==> src/rtl/spc_stack_ctl.sv <==
// spc_stack_ctl: subroutine-pointer-control stack controller.
// Owns the 5-bit SPC stack pointer and the live-entry count. It turns push
// and pop requests into accesses on a 32x19 synchronous SPC RAM and keeps a
// registered copy of the top-of-stack word.
//
// Ports:
//   clk, reset        single clock, synchronous active-high reset
//   push, pop         commands; accepted only while busy=0 (both = replace top)
//   push_data         word to push or replace
//   clr_flags         clears sticky overflow/underflow
//   tos, tos_valid    registered top-of-stack word and its validity
//   busy              pop refetch in progress; commands are ignored
//   spcptr, depth     stack pointer (address of TOS) and live entries 0..32
//   overflow          sticky; set by a push at depth 32
//   underflow         sticky; set by a pop at depth 0
//   ram_address, ram_data, ram_wren, ram_rden
//                     RAM request, decoded in the issuing cycle
//   ram_q             RAM read data, valid READ_LATENCY cycles after ram_rden
module spc_stack_ctl #(
  parameter int unsigned READ_LATENCY = 1
) (
  input  logic        clk,
  input  logic        reset,
  input  logic        push,
  input  logic        pop,
  input  logic [18:0] push_data,
  input  logic        clr_flags,
  output logic [18:0] tos,
  output logic        tos_valid,
  output logic        busy,
  output logic [4:0]  spcptr,
  output logic [5:0]  depth,
  output logic        overflow,
  output logic        underflow,
  output logic [4:0]  ram_address,
  output logic [18:0] ram_data,
  output logic        ram_wren,
  output logic        ram_rden,
  input  logic [18:0] ram_q
);

  localparam int unsigned PTR_W     = 5;
  localparam int unsigned DEPTH_W   = 6;
  localparam int unsigned DATA_W    = 19;
  localparam int unsigned CNT_W     = 2;
  localparam int unsigned MAX_DEPTH = 32;

  typedef enum logic {
    IDLE  = 1'b0,
    FETCH = 1'b1
  } state_t;

  state_t             state_q, state_d;
  logic [CNT_W-1:0]   cnt_q, cnt_d;
  logic [PTR_W-1:0]   ptr_d;
  logic [DEPTH_W-1:0] depth_d;
  logic [DATA_W-1:0]  tos_d;
  logic               tos_valid_d;
  logic               busy_d;
  logic               overflow_d;
  logic               underflow_d;

  // State and output registers
  always_ff @(posedge clk) begin
    if (reset) begin
      state_q   <= IDLE;
      cnt_q     <= '0;
      spcptr    <= '0;
      depth     <= '0;
      tos       <= '0;
      tos_valid <= 1'b1;
      busy      <= 1'b0;
      overflow  <= 1'b0;
      underflow <= 1'b0;
    end else begin
      state_q   <= state_d;
      cnt_q     <= cnt_d;
      spcptr    <= ptr_d;
      depth     <= depth_d;
      tos       <= tos_d;
      tos_valid <= tos_valid_d;
      busy      <= busy_d;
      overflow  <= overflow_d;
      underflow <= underflow_d;
    end
  end

  // Next-state, register updates and RAM request decode
  always_comb begin
    state_d     = state_q;
    cnt_d       = cnt_q;
    ptr_d       = spcptr;
    depth_d     = depth;
    tos_d       = tos;
    tos_valid_d = tos_valid;
    busy_d      = busy;
    // A flag-setting event below overrides the clear.
    overflow_d  = overflow & ~clr_flags;
    underflow_d = underflow & ~clr_flags;
    ram_address = spcptr;
    ram_data    = '0;
    ram_wren    = 1'b0;
    ram_rden    = 1'b0;

    case (state_q)
      IDLE: begin
        if (push && pop) begin
          // Replace top: overwrite in place, pointer and depth unchanged.
          ram_data    = push_data;
          ram_wren    = 1'b1;
          tos_d       = push_data;
          tos_valid_d = 1'b1;
        end else if (push) begin
          ram_address = spcptr + PTR_W'(1);
          ram_data    = push_data;
          ram_wren    = 1'b1;
          ptr_d       = spcptr + PTR_W'(1);
          tos_d       = push_data;
          tos_valid_d = 1'b1;
          if (depth == DEPTH_W'(MAX_DEPTH)) begin
            overflow_d = 1'b1;
          end else begin
            depth_d = depth + DEPTH_W'(1);
          end
        end else if (pop) begin
          // Read the entry beneath TOS; it becomes TOS once ram_q returns.
          ram_address = spcptr - PTR_W'(1);
          ram_rden    = 1'b1;
          ptr_d       = spcptr - PTR_W'(1);
          tos_valid_d = 1'b0;
          busy_d      = 1'b1;
          state_d     = FETCH;
          cnt_d       = CNT_W'(READ_LATENCY);
          if (depth == '0) begin
            underflow_d = 1'b1;
          end else begin
            depth_d = depth - DEPTH_W'(1);
          end
        end
      end

      FETCH: begin
        // Commands are ignored here; count down to the ram_q valid cycle.
        if (cnt_q == CNT_W'(1)) begin
          tos_d       = ram_q;
          tos_valid_d = 1'b1;
          busy_d      = 1'b0;
          cnt_d       = '0;
          state_d     = IDLE;
        end else begin
          cnt_d = cnt_q - CNT_W'(1);
        end
      end

      default: begin
        state_d = IDLE;
      end
    endcase
  end

endmodule

==> config.mk <==
export PLATFORM = sky130hd
export DESIGN_NAME = spc_stack_ctl
export DESIGN_NICKNAME = d
export VERILOG_FILES = /design/src/rtl/spc_stack_ctl.sv
export SDC_FILE = /design/constraint.sdc
export NUM_CORES = 1
export LEC_CHECK = 0
export ABC_AREA = 0
export ABC_CLOCK_PERIOD_IN_PS = 2000
export CAP_MARGIN = 15
export CORE_ASPECT_RATIO = 2
export CORE_UTILIZATION = 35
export CTS_BUF_LIST = sky130_fd_sc_hd__clkbuf_4 sky130_fd_sc_hd__clkbuf_8 sky130_fd_sc_hd__clkbuf_16
export DETAILED_ROUTE_END_ITERATION = 10
export GPL_TIMING_DRIVEN = 0
export PLACE_DENSITY = 0.71
export SYNTH_ARGS = -nofsm -noshare
export SYNTH_HDL_FRONTEND = slang
export SYNTH_SLANG_ARGS = --single-unit
==> constraint.sdc <==
create_clock -name clk -period 2 [get_ports clk]
set_input_delay 0.4 -clock clk [delete_from_list [all_inputs] [get_ports clk]]
set_output_delay 0.4 -clock clk [all_outputs]
set_load 0.01 [all_outputs]
==> results of run 1 <==
-- repair_timing --
action,4_1_cts,5_1_grt
gates resized for setup,80,5
pin swaps,8,4
buffers inserted,5,3
setup endpoints to repair,36,13
-- worst max path at each step --
stage	to	slack, ns	cells after the start	from
after global routing	ram_address[3]	-0.16	6	spcptr[1]
after floorplan	ram_address[3]	0.23	5	push
final	ram_address[4]	-0.09	8	spcptr[1]
after detailed placement	ram_address[3]	-0.88	7	push
after CTS	ram_address[3]	-0.1	6	spcptr[1]
after global placement	ram_address[3]	-0.81	7	push
-- cell type report --
cell class,instances,area (um2),area share [%]
timing repair buffer,110,1030,29.3
inverter,8,35.0,0.996
sequential,37,749,21.3
buffer,18,119,3.38
clock inverter,3,46.3,1.32
multi-input combinational,177,1340,38.0
clock buffer,5,125,3.56
tap,61,76.3,2.17
-- per-stage QoR --
stage	hold slack, ns	power, mW	area, um2	TNS [ns]
2_1_floorplan	0.449	1.41	2120	0
3_3_place_gp	0.465	1.83	3220	-22.53
3_5_place_dp	0.475	1.84	3220	-24.08
4_1_cts	0.483	2.76	3480	-0.143
5_1_grt	0.507	2.89	3520	-0.442
6_report	0.485	2.76	3520	-0.168
-- cell families after synthesis --
logic type                 synth area share (%)
DFF                                        34.9
muxes                                      9.45
adders and majority gates                  5.08
buffers and inverters                      5.49
xor gates and xnor gates                   2.07
AOI/OAI and AO/OA                          20.8
and+or+nand+nor                            22.2
-- report_power, final --
group / total [mW] / switching (mW) / internal [mW]
Combinational: 0.956 / 0.448 / 0.508
Sequential: 0.901 / 0.0776 / 0.823
Clock: 0.907 / 0.317 / 0.590
Total: 2.76 / 0.843 / 1.92
-- worst max-delay path, cell delays in order, from the launching register on --
cell	delay [ns]
dfxtp_4	0.35
buf_4	0.14
ha_4	0.15
and4b_1	0.17
a22oi_2	0.20
buf_4	0.13
o21ai_1	0.06
nand2_1	0.08
buf_2	0.12
-- sequential cells by signal, indices dropped and copies added (netlist names) --
signal	cells
underflow	1
state_q	1
depth	6
overflow	1
cnt_q	2
spcptr	5
tos	19
busy	1
tos_valid	1
-- per-layer routing --
| metal | share of wire, % | GRT usage (%) | vias up | wire [um] |
|---|---|---|---|---|
| met5 | 0 | 0 | - | 0 |
| met4 | 2.1 | 6.83 | 0 | 136 |
| met3 | 4.5 | 4.72 | 11 | 289 |
| met2 | 58 | 41.1 | 71 | 3690 |
| met1 | 36 | 19.9 | 1014 | 2300 |
| li1 | - | - | 1095 | - |
-- cells in the final DEF, fill, tap and decap left out, types with 5 or more instances in the layout --
| cell | instances |
|---|---|
| a211oi_1 | 20 |
| clkdlybuf4s50_1 | 74 |
| nor2b_1 | 5 |
| a21oi_1 | 10 |
| clkbuf_16 | 5 |
| clkbuf_1 | 5 |
| and2_1 | 19 |
| mux2i_1 | 20 |
| ha_1 | 5 |
| inv_1 | 5 |
| nand2_1 | 5 |
| nor2_1 | 29 |
| buf_2 | 9 |
| buf_4 | 10 |
| dlygate4sd2_1 | 21 |
| dfxtp_1 | 34 |
==> key figures, run 1 <==
Worst setup path
  – WP data arrival: 1.69 ns
  – R2r startpoint: depth[1]
  – Capture point of the worst reg-to-reg path: depth[3]
  – Setup crit end kind: primary output
  – Startpoint Class: flop
  – Reg2reg setup slack: about 0.23 ns
  – Critical Path RT: 1.60 ns
  – Setup Crit Path Kind: flop to primary output
  – CP max FO: 3
  – Worst reg-to-reg path cell count: 5

Worst hold path
  – Hold depth: 1
  – Min-Delay Path Class: flop to flop
  – Hold_sp: cnt_q[0]
  – Hold EP: cnt_q[0]

Logic synthesis
  – Async set-reset flop share out of synthesis: 0%
  – Synth Flop Type: dfxtp_1
  – Register area share after synthesis: 34.9%
  – Mapped Cells: 240
  – Number of synthesized flops with an enable pin: 0
  – Ranking of synthesized cells by area: dfxtp_1 35%, mux2i_1 9.4%, a211oi_1 7.1%
  – Most numerous cell in the Yosys netlist: dfxtp_1
  – Flops & latches, synth: 37
  – Syn Std Cell Area: 2120 um2
  – Yosys warning count: 0
  – Area leader, netlist: dfxtp_1
  – Mean Syn Cell Area: 8.83 um2
  – Most common library cells after synthesis: 37 x dfxtp_1, 30 x nor2_1, 20 x a211oi_1, 20 x and2_1, 20 x mux2i_1
  – Syn_nets: slightly below 300
  – Synth top area share: 34.9%
  – Yosys cell types: 41

Timing
  – Setup Skew: ~0.0036 ns
  – Slew at the pin closest to its max-slew limit: ~0.48 ns
  – Hold Violations, Final: 0
  – Slew HR: 68.1%
  – Setup violators final: 4
  – Setup ws final: -0.0879 ns
  – RSZ-0062 raised after global routing: true
  – Max frequency: 0.479 GHz
  – Final min period: 2.09 ns
  – Final max-slew violation count: 0
  – Period utilization: 104%

Status
  – Status: complete, but fails checks
  – Failing checks: negative setup slack

Clock tree
  – Total CTS buffers: 5
  – Clock Sinks: 37
  – Root Driver: clkbuf_16
  – Clock slew at reported path FFs: 0.06 ns
  – Maximum clock insertion buffer count: 2
  – CTS tree: done
  – CTS Hold Bufs: 0
  – CTS H-tree lvls: 2
  – Clk Latency, worst-skew pair: between 0.2 and 0.3 ns

Global routing
  – Vias in the first global route: 2,229
  – Initial antenna violation count: 0
  – Largest net degree at the start of global routing: 14
  – Overall Global Routing Usage: a little over 20%
  – First-pass GRT wire length: 10,300 um
  – GRT overflow: 0

Route
  – DR DRC count: 0
  – Vias: 2,191
  – DRT iter0 DRCs: 34
  – Post-DRT Antenna Nets: 0
  – Avg Vias per Cell: between 5 and 6
  – Final WL: 6420 um
  – First-pass iteration count of the detailed router: 4
  – Wire length per cell: about 15 um

Place
  – Placed wire-length estimate: approximately 4900 um
  – Placed cells: 403
  – Routability cong.: about 0.77
  – Pre-CTS setup slack: -0.883 ns
  – Buffers on Ports: 102

Cells and area
  – Post-Route Utilization: 61.1%
  – Layout Cells excl Fill: 419
  – Fill cell count: 528
  – Antenna Cells: 0
  – Syn-to-layout area delta: 65.9%
  – Nets: 408
  – Share of cells above drive strength 1: 15.4%

Floorplan
  – Core ar.: roughly 5800 um2
  – Die width: 57.0 um
  – Die height: ~110 um
  – Starting Density: 36.8%
  – # IOs: 103
  – Row cnt: 39
  – Die area: 6390 um2

Pwr
  – Power per Cell Area: 786 nW/um2
  – P_leak: 1.45 nW
  – Worst VDD drop: 0.000496 V

Run
  – Max-cap viol count: 0
Note: power is estimated with default switching activity, not from simulation.
==> run 2, diff against run 1 <==
--- a/config.mk
+++ b/config.mk
@@ -6,14 +6,13 @@
 export NUM_CORES = 1
 export LEC_CHECK = 0
 export ABC_AREA = 0
-export ABC_CLOCK_PERIOD_IN_PS = 2000
+export ABC_CLOCK_PERIOD_IN_PS = 1800
 export CAP_MARGIN = 15
-export CORE_ASPECT_RATIO = 2
 export CORE_UTILIZATION = 35
 export CTS_BUF_LIST = sky130_fd_sc_hd__clkbuf_4 sky130_fd_sc_hd__clkbuf_8 sky130_fd_sc_hd__clkbuf_16
 export DETAILED_ROUTE_END_ITERATION = 10
 export GPL_TIMING_DRIVEN = 0
-export PLACE_DENSITY = 0.71
+export PLACE_DENSITY = 0.74
 export SYNTH_ARGS = -nofsm -noshare
 export SYNTH_HDL_FRONTEND = slang
 export SYNTH_SLANG_ARGS = --single-unit
==> constraint.sdc (replaced) <==
create_clock -name clk -period 1.8 [get_ports clk]
set_input_delay 0.36 -clock clk [delete_from_list [all_inputs] [get_ports clk]]
set_output_delay 0.36 -clock clk [all_outputs]
set_load 0.01 [all_outputs]
==> run 2 against run 1 <==
  * Worst setup slack got worse by 0.097 ns
  * Routed wire length decreased by 3.8%
  * Power decreased by 4.4%
  * Highest routed layer unchanged
  * Worst hold slack improved by 0.013 ns
  * The run still ends with negative setup slack left
==> key figures, run 2 (synthesis gave the netlist of run 1 again) <==
Timing
  – Setup violators final: 4 (unchanged)
  – RSZ-0062 raised after global routing: true
  – Slew HR: 68.2% (+0.14 points)
  – Setup ws final: -0.185 ns (-0.0970 ns)
  – Final min period: 1.98 ns
  – Max frequency: between 0.5 and 0.6 GHz
  – Slew at the pin closest to its max-slew limit: 0.477 ns (-0.00205 ns)
  – Final max-slew violation count: 0 (unchanged)
  – Hold Violations, Final: 0 (unchanged)
  – Period utilization: 110%
  – Setup Skew: 0.00754 ns (+0.00390 ns)

Place
  – Routability cong.: 0.771 (+0.18%)
  – Buffers on Ports: 102 (unchanged)
  – Placed cells: 414 (+2.7%)
  – Placed wire-length estimate: 4550 um (-6.3%)

Cells and area
  – Max FFs per register: 19 (unchanged)
  – Antenna Cells: 0 (unchanged)
  – Commonest non-fill, non-tap cell in the layout: clkdlybuf4s50_1
  – Syn-to-layout area delta: 62.1%
  – Top flop regs: tos x19, depth x6, spcptr x5
  – Layout Cells excl Fill: 432 (+3.1%)
  – Share of cells above drive strength 1: 22.2% (+6.9 points)
  – Nets: 410 (+0.49%)
  – Top reg by flops: tos
  – Commonest non-fill, non-tap cells in the layout: 74 x clkdlybuf4s50_1, 32 x dfxtp_1, 29 x nor2_1

Worst setup path
  – Crit-path leading delay family: simple AND/OR/NAND/NOR gates
  – WP data arrival: 1.62 ns (-0.07 ns)
  – Worst path depth: 6 (-2)
  – Critical Path RT: 1.44 ns (-0.16 ns)
  – Setup crit end kind: primary output
  – Reg2reg setup slack: 0.06 ns (-0.17 ns)
  – Startpoint Class: flop
  – Setup Crit Path Kind: flop to primary output
  – Cells along the critical path: ha_4 -> and4b_1 -> a22oi_2 -> or3_1 -> nand2_1 -> buf_2
  – CP Buf/Inv Count: 1 (-2)
  – R2r startpoint: depth[1]
  – Crit path capture: ram_address[4]
  – Capture point of the worst reg-to-reg path: depth[4]
  – Crit-path max cell delay: 0.39 ns (+0.04 ns)
  – CP startpoint: spcptr[1]
  – Worst reg-to-reg path cell count: 5 (unchanged)
  – Slowest CP cell: dfxtp_4
  – CP max FO: 4 (+1)

Clock tree
  – Total CTS buffers: 5 (unchanged)
  – CTS tree: done
  – Clk Latency, worst-skew pair: 0.28 ns (about the same)
  – Clock Sinks: 37 (unchanged)
  – Maximum clock insertion buffer count: 2 (unchanged)
  – Clock slew at reported path FFs: 0.07 ns (about the same)
  – CTS H-tree lvls: 2 (unchanged)
  – Root Driver: clkbuf_8

Pwr
  – P_leak: 1.40 nW (-3.1%)
  – Power per Cell Area: 769 nW/um2 (-2.2%)
  – Total power: 2.64 mW (-4.4%)
  – Worst VDD drop: 0.000499 V (+0.61%)

Global routing
  – Largest net degree at the start of global routing: 12 (-2)
  – GRT overflow: 0 (unchanged)
  – Initial antenna violation count: 0 (unchanged)
  – Overall Global Routing Usage: 20.2% (-0.47 points)
  – First-pass GRT wire length: 10,200 um (-1.7%)
  – Vias in the first global route: 2,195 (-1.5%)

Route
  – DRT iter0 DRCs: 83 (+140%)
  – DR DRC count: 0 (unchanged)
  – Wire length per cell: 14.3 um (-6.7%)
  – First-pass iteration count of the detailed router: 4 (unchanged)
  – Post-DRT Antenna Nets: 0 (unchanged)
  – Final WL: 6170 um (-3.8%)
  – Vias: 2,194 (+0.14%)
  – Avg Vias per Cell: 5.08 (-2.9%)

Floorplan
  – Starting Density: 37.3% (+0.54 points)
  – Core ar.: 5680 um2 (-1.4%)
  – Die area: 6370 um2 (-0.29%)
  – Die width: 79.8 um (+40%)
  – # IOs: 103 (unchanged)
  – Die height: 79.8 um (-29%)
  – Row cnt: 27 (-31%)

Worst hold path
  – Min-Delay Path Class: flop to flop

Status
  – Status: complete, but fails checks
  – Failing checks: negative setup slack

Run
  – Max-cap viol count: 0 (unchanged)
==> run 2: stage by stage <==
step           hold slack (ns)  area (um2)  TNS (ns)  util, %  setup slack (ns)
2_1_floorplan            0.449        2120         0        -            0.0922
3_3_place_gp             0.467        3230    -30.60     56.9            -0.935
3_5_place_dp             0.472        3230    -30.82     56.9            -0.957
4_1_cts                  0.492        3440    -0.656     60.6            -0.264
5_1_grt                  0.514        3440    -0.821     60.5            -0.258
6_report                 0.498        3440    -0.524     60.5            -0.185
==> run 2: worst min-delay path by stage <==
| stage | to | cells after the start | start |
|---|---|---|---|
| 2_1_floorplan | cnt_q[0] | 1 | cnt_q[0] |
| 3_3_place_gp | cnt_q[0] | 1 | cnt_q[0] |
| 3_5_place_dp | underflow | 2 | underflow |
| 4_1_cts | underflow | 2 | underflow |
| 5_1_grt | underflow | 2 | underflow |
| 6_report | cnt_q[0] | 1 | cnt_q[0] |
==> run 2: timing repair <==
action                     4_1_cts  5_1_grt
pin swaps                        6       11
setup endpoints to repair       40       32
cloned                           0        0
resized for setup               97       40
buffers inserted                 9        1
hold buffers                     0        0
==> run 2: area by class of cell <==
cell class / count / area (um2)
sequential: 37 / 752
tap: 72 / 90.1
timing repair buffer: 112 / 996
buffer: 18 / 129
clock inverter: 2 / 10.0
inverter: 8 / 35.0
clock buffer: 6 / 76.3
multi-input combinational: 177 / 1350
fill: 535 / 2240
==> run 2: per-layer routing <==
metal  up-vias  global-route usage (%)  share of wire [%]
met2        83                    33.9                 50
met4         0                    4.11               0.45
met3         2                    6.97                8.1
met5         -                       0                  0
met1      1012                    25.0                 42
li1       1097                       -                  -
==> run 2: report_power, final <==
group          internal, mW  leakage (nW)  switching (mW)  total (mW)
logic                 0.567          1.04           0.505        1.07
clock network         0.284        0.0484           0.285       0.568
registers             0.915         0.308          0.0862        1.00
total                  1.77          1.40           0.876        2.64
==> run 3, diff against run 2 <==
--- a/config.mk
+++ b/config.mk
@@ -11,7 +11,7 @@
 export CORE_UTILIZATION = 35
 export CTS_BUF_LIST = sky130_fd_sc_hd__clkbuf_4 sky130_fd_sc_hd__clkbuf_8 sky130_fd_sc_hd__clkbuf_16
 export DETAILED_ROUTE_END_ITERATION = 10
-export GPL_TIMING_DRIVEN = 0
+export GPL_TIMING_DRIVEN = 1
 export PLACE_DENSITY = 0.74
 export SYNTH_ARGS = -nofsm -noshare
 export SYNTH_HDL_FRONTEND = slang
==> run 3 against run 2 <==
  * Combinational power grew 11%
  * Global-route usage down 0.12 points
  * Non-clock buffer count grew 26
  * Critical endpoint unchanged
  * Routed wire length grew 1.4%
  * Sequential share of layout area down 1.9 points
  * Sequential power about the same
  * Register-to-register slack better by 0.12 ns
  * The run still ends with negative setup slack left
  * First-iteration DRC count is 47% lower
  * Via count up 3.6%
  * Power up 11%
==> key figures, run 3 (synthesis gave the netlist of run 1 again) <==
Clock tree
  – CTS tree: done
  – Root Driver: clkbuf_8
  – Maximum clock insertion buffer count: 2 (unchanged)
  – Total CTS buffers: 5 (unchanged)
  – Clock slew at reported path FFs: 0.08 ns (about the same)
  – CTS Hold Bufs: 0 (unchanged)
  – CTS H-tree lvls: 2 (unchanged)
  – Clock Sinks: 37 (unchanged)
  – Clk Latency, worst-skew pair: 0.30 ns (+0.02 ns)

Worst setup path
  – Startpoint Class: flop
  – CP max FO: 4 (unchanged)
  – WP data arrival: 1.68 ns (+0.06 ns)
  – Critical Path RT: 1.44 ns (about the same)
  – Setup crit end kind: primary output
  – Setup Crit Path Kind: flop to primary output

Global routing
  – Initial antenna violation count: 0 (unchanged)
  – Largest net degree at the start of global routing: 32 (+20)
  – Overall Global Routing Usage: 20.1% (-0.12 points)
  – GRT overflow: 0 (unchanged)
  – Vias in the first global route: 2,166 (-1.3%)
  – First-pass GRT wire length: 9850 um (-3.1%)

Floorplan
  – # IOs: 103 (unchanged)
  – Die width: 79.8 um (unchanged)
  – Die height: 79.8 um (unchanged)
  – Die area: 6370 um2 (unchanged)
  – Starting Density: 37.3% (unchanged)
  – Core ar.: 5680 um2 (unchanged)
  – Row cnt: 27 (unchanged)

Cells and area
  – Nets: 436 (+6.3%)
  – Post-Route Utilization: 66.6% (+6.0 points)
  – Syn-to-layout area delta: 78.2%
  – Fill cell count: 506 (-5.4%)
  – Layout Cells excl Fill: 458 (+6.0%)
  – Max FFs per register: 19 (unchanged)
  – Top flop regs: tos x19, depth x6, spcptr x5
  – Share of cells above drive strength 1: 26.2% (+3.9 points)
  – Commonest non-fill, non-tap cell in the layout: clkdlybuf4s50_1
  – Antenna Cells: 0 (unchanged)
  – Commonest non-fill, non-tap cells in the layout: 74 x clkdlybuf4s50_1, 46 x buf_4, 33 x dfxtp_1, 29 x nor2_1
  – Top reg by flops: tos

Timing
  – Setup ws final: -0.244 ns (-0.0589 ns)
  – Slew at the pin closest to its max-slew limit: 0.323 ns (-0.154 ns)
  – Worst hold margin: 0.484 ns (-0.0141 ns)
  – Slew HR: 78.5% (+10 points)
  – Setup violators final: 4 (unchanged)
  – Final max-slew violation count: 0 (unchanged)
  – Hold Violations, Final: 0 (unchanged)
  – Max frequency: 0.489 GHz (-2.9%)
  – Final min period: 2.04 ns (+0.0589 ns)
  – Setup Skew: 0.00878 ns (+0.00124 ns)
  – Period utilization: 114% (+3.3 points)
  – RSZ-0062 raised after global routing: true

Place
  – Placed cells: 435 (+5.1%)
  – Routability cong.: 0.862 (+12%)
  – Buffers on Ports: 102 (unchanged)
  – Placed wire-length estimate: 4530 um (-0.56%)

Route
  – Final WL: 6260 um (+1.4%)
  – Post-DRT Antenna Nets: 0 (unchanged)
  – Wire length per cell: 13.7 um (-4.3%)
  – Vias: 2,273 (+3.6%)
  – DR DRC count: 0 (unchanged)
  – Avg Vias per Cell: 4.96 (-2.3%)
  – DRT iter0 DRCs: 44 (-47%)
  – First-pass iteration count of the detailed router: 4 (unchanged)

Pwr
  – Total power: 2.94 mW (+11%)
  – Worst VDD drop: 0.000402 V (-20%)
  – P_leak: 1.61 nW (+15%)
  – Power per Cell Area: 779 nW/um2 (+1.3%)

Run
  – Max-cap viol count: 0 (unchanged)

Status
  – Status: complete, but fails checks
  – Failing checks: negative setup slack

Worst hold path
  – Min-Delay Path Class: flop to flop
[run 3: metrics by stage]
| stage | setup slack (ns) | TNS (ns) | area (um2) |
|---|---|---|---|
| after global routing | -0.326 | -1.07 | 3780 |
| after global placement | -0.796 | -24.47 | 3450 |
| after CTS | -0.270 | -0.970 | 3680 |
| after detailed placement | -0.829 | -26.63 | 3450 |
| final | -0.244 | -0.731 | 3780 |
| after floorplan | 0.0922 | 0 | 2120 |
[run 3: where the power goes]
part           total (mW)  leakage (nW)  switching, mW  internal [mW]
clock               0.763        0.0619          0.296          0.467
combinational        1.19          1.24          0.528          0.659
sequential          0.993         0.308         0.0795          0.913
[run 3: final timing paths]
check	start	endpoint	slack, ns	cells past startpoint
worst max-delay path	spcptr[1]	ram_address[4]	-0.24	6
worst max register to register	depth[3]	depth[3]	0.18	4
worst min-delay path	cnt_q[0]	cnt_q[0]	0.48	1
worst min register to register	cnt_q[0]	cnt_q[0]	0.48	1
[run 3: layer usage]
metal	routed length [um]	up-vias	track usage, %
met5	0	-	0
met4	65	0	5.36
met3	582	6	8.57
met2	3020	93	33.8
met1	2590	1022	23.3
li1	-	1152	-
[run 3: final cells by class]
cell class / instances / area, um2 / share of cell area [%]
clock buffer: 7 / 90.1 / 2.38
timing repair buffer: 156 / 1400 / 37.2
inverter: 8 / 35.0 / 0.927
sequential: 37 / 753 / 19.9
tap: 72 / 90.1 / 2.38
clock inverter: 1 / 30.0 / 0.795
multi-input combinational: 177 / 1380 / 36.4
[run 3: critical path, stage by stage, from the launching register on]
cell and delay [ns]:
dfxtp_4 0.38, ha_4 0.13, and4b_1 0.20, a22oi_2 0.09
or3_1 0.40, nand2_1 0.07, buf_2 0.12
[run 3: what timing repair did]
action | 4_1_cts | 5_1_grt
cloned | 1 | 1
buffers inserted | 10 | 3
resized for setup | 80 | 24
pin swaps | 5 | 11
setup endpoints to repair | 30 | 18
endpoints found under the hold margin | 0 | 0
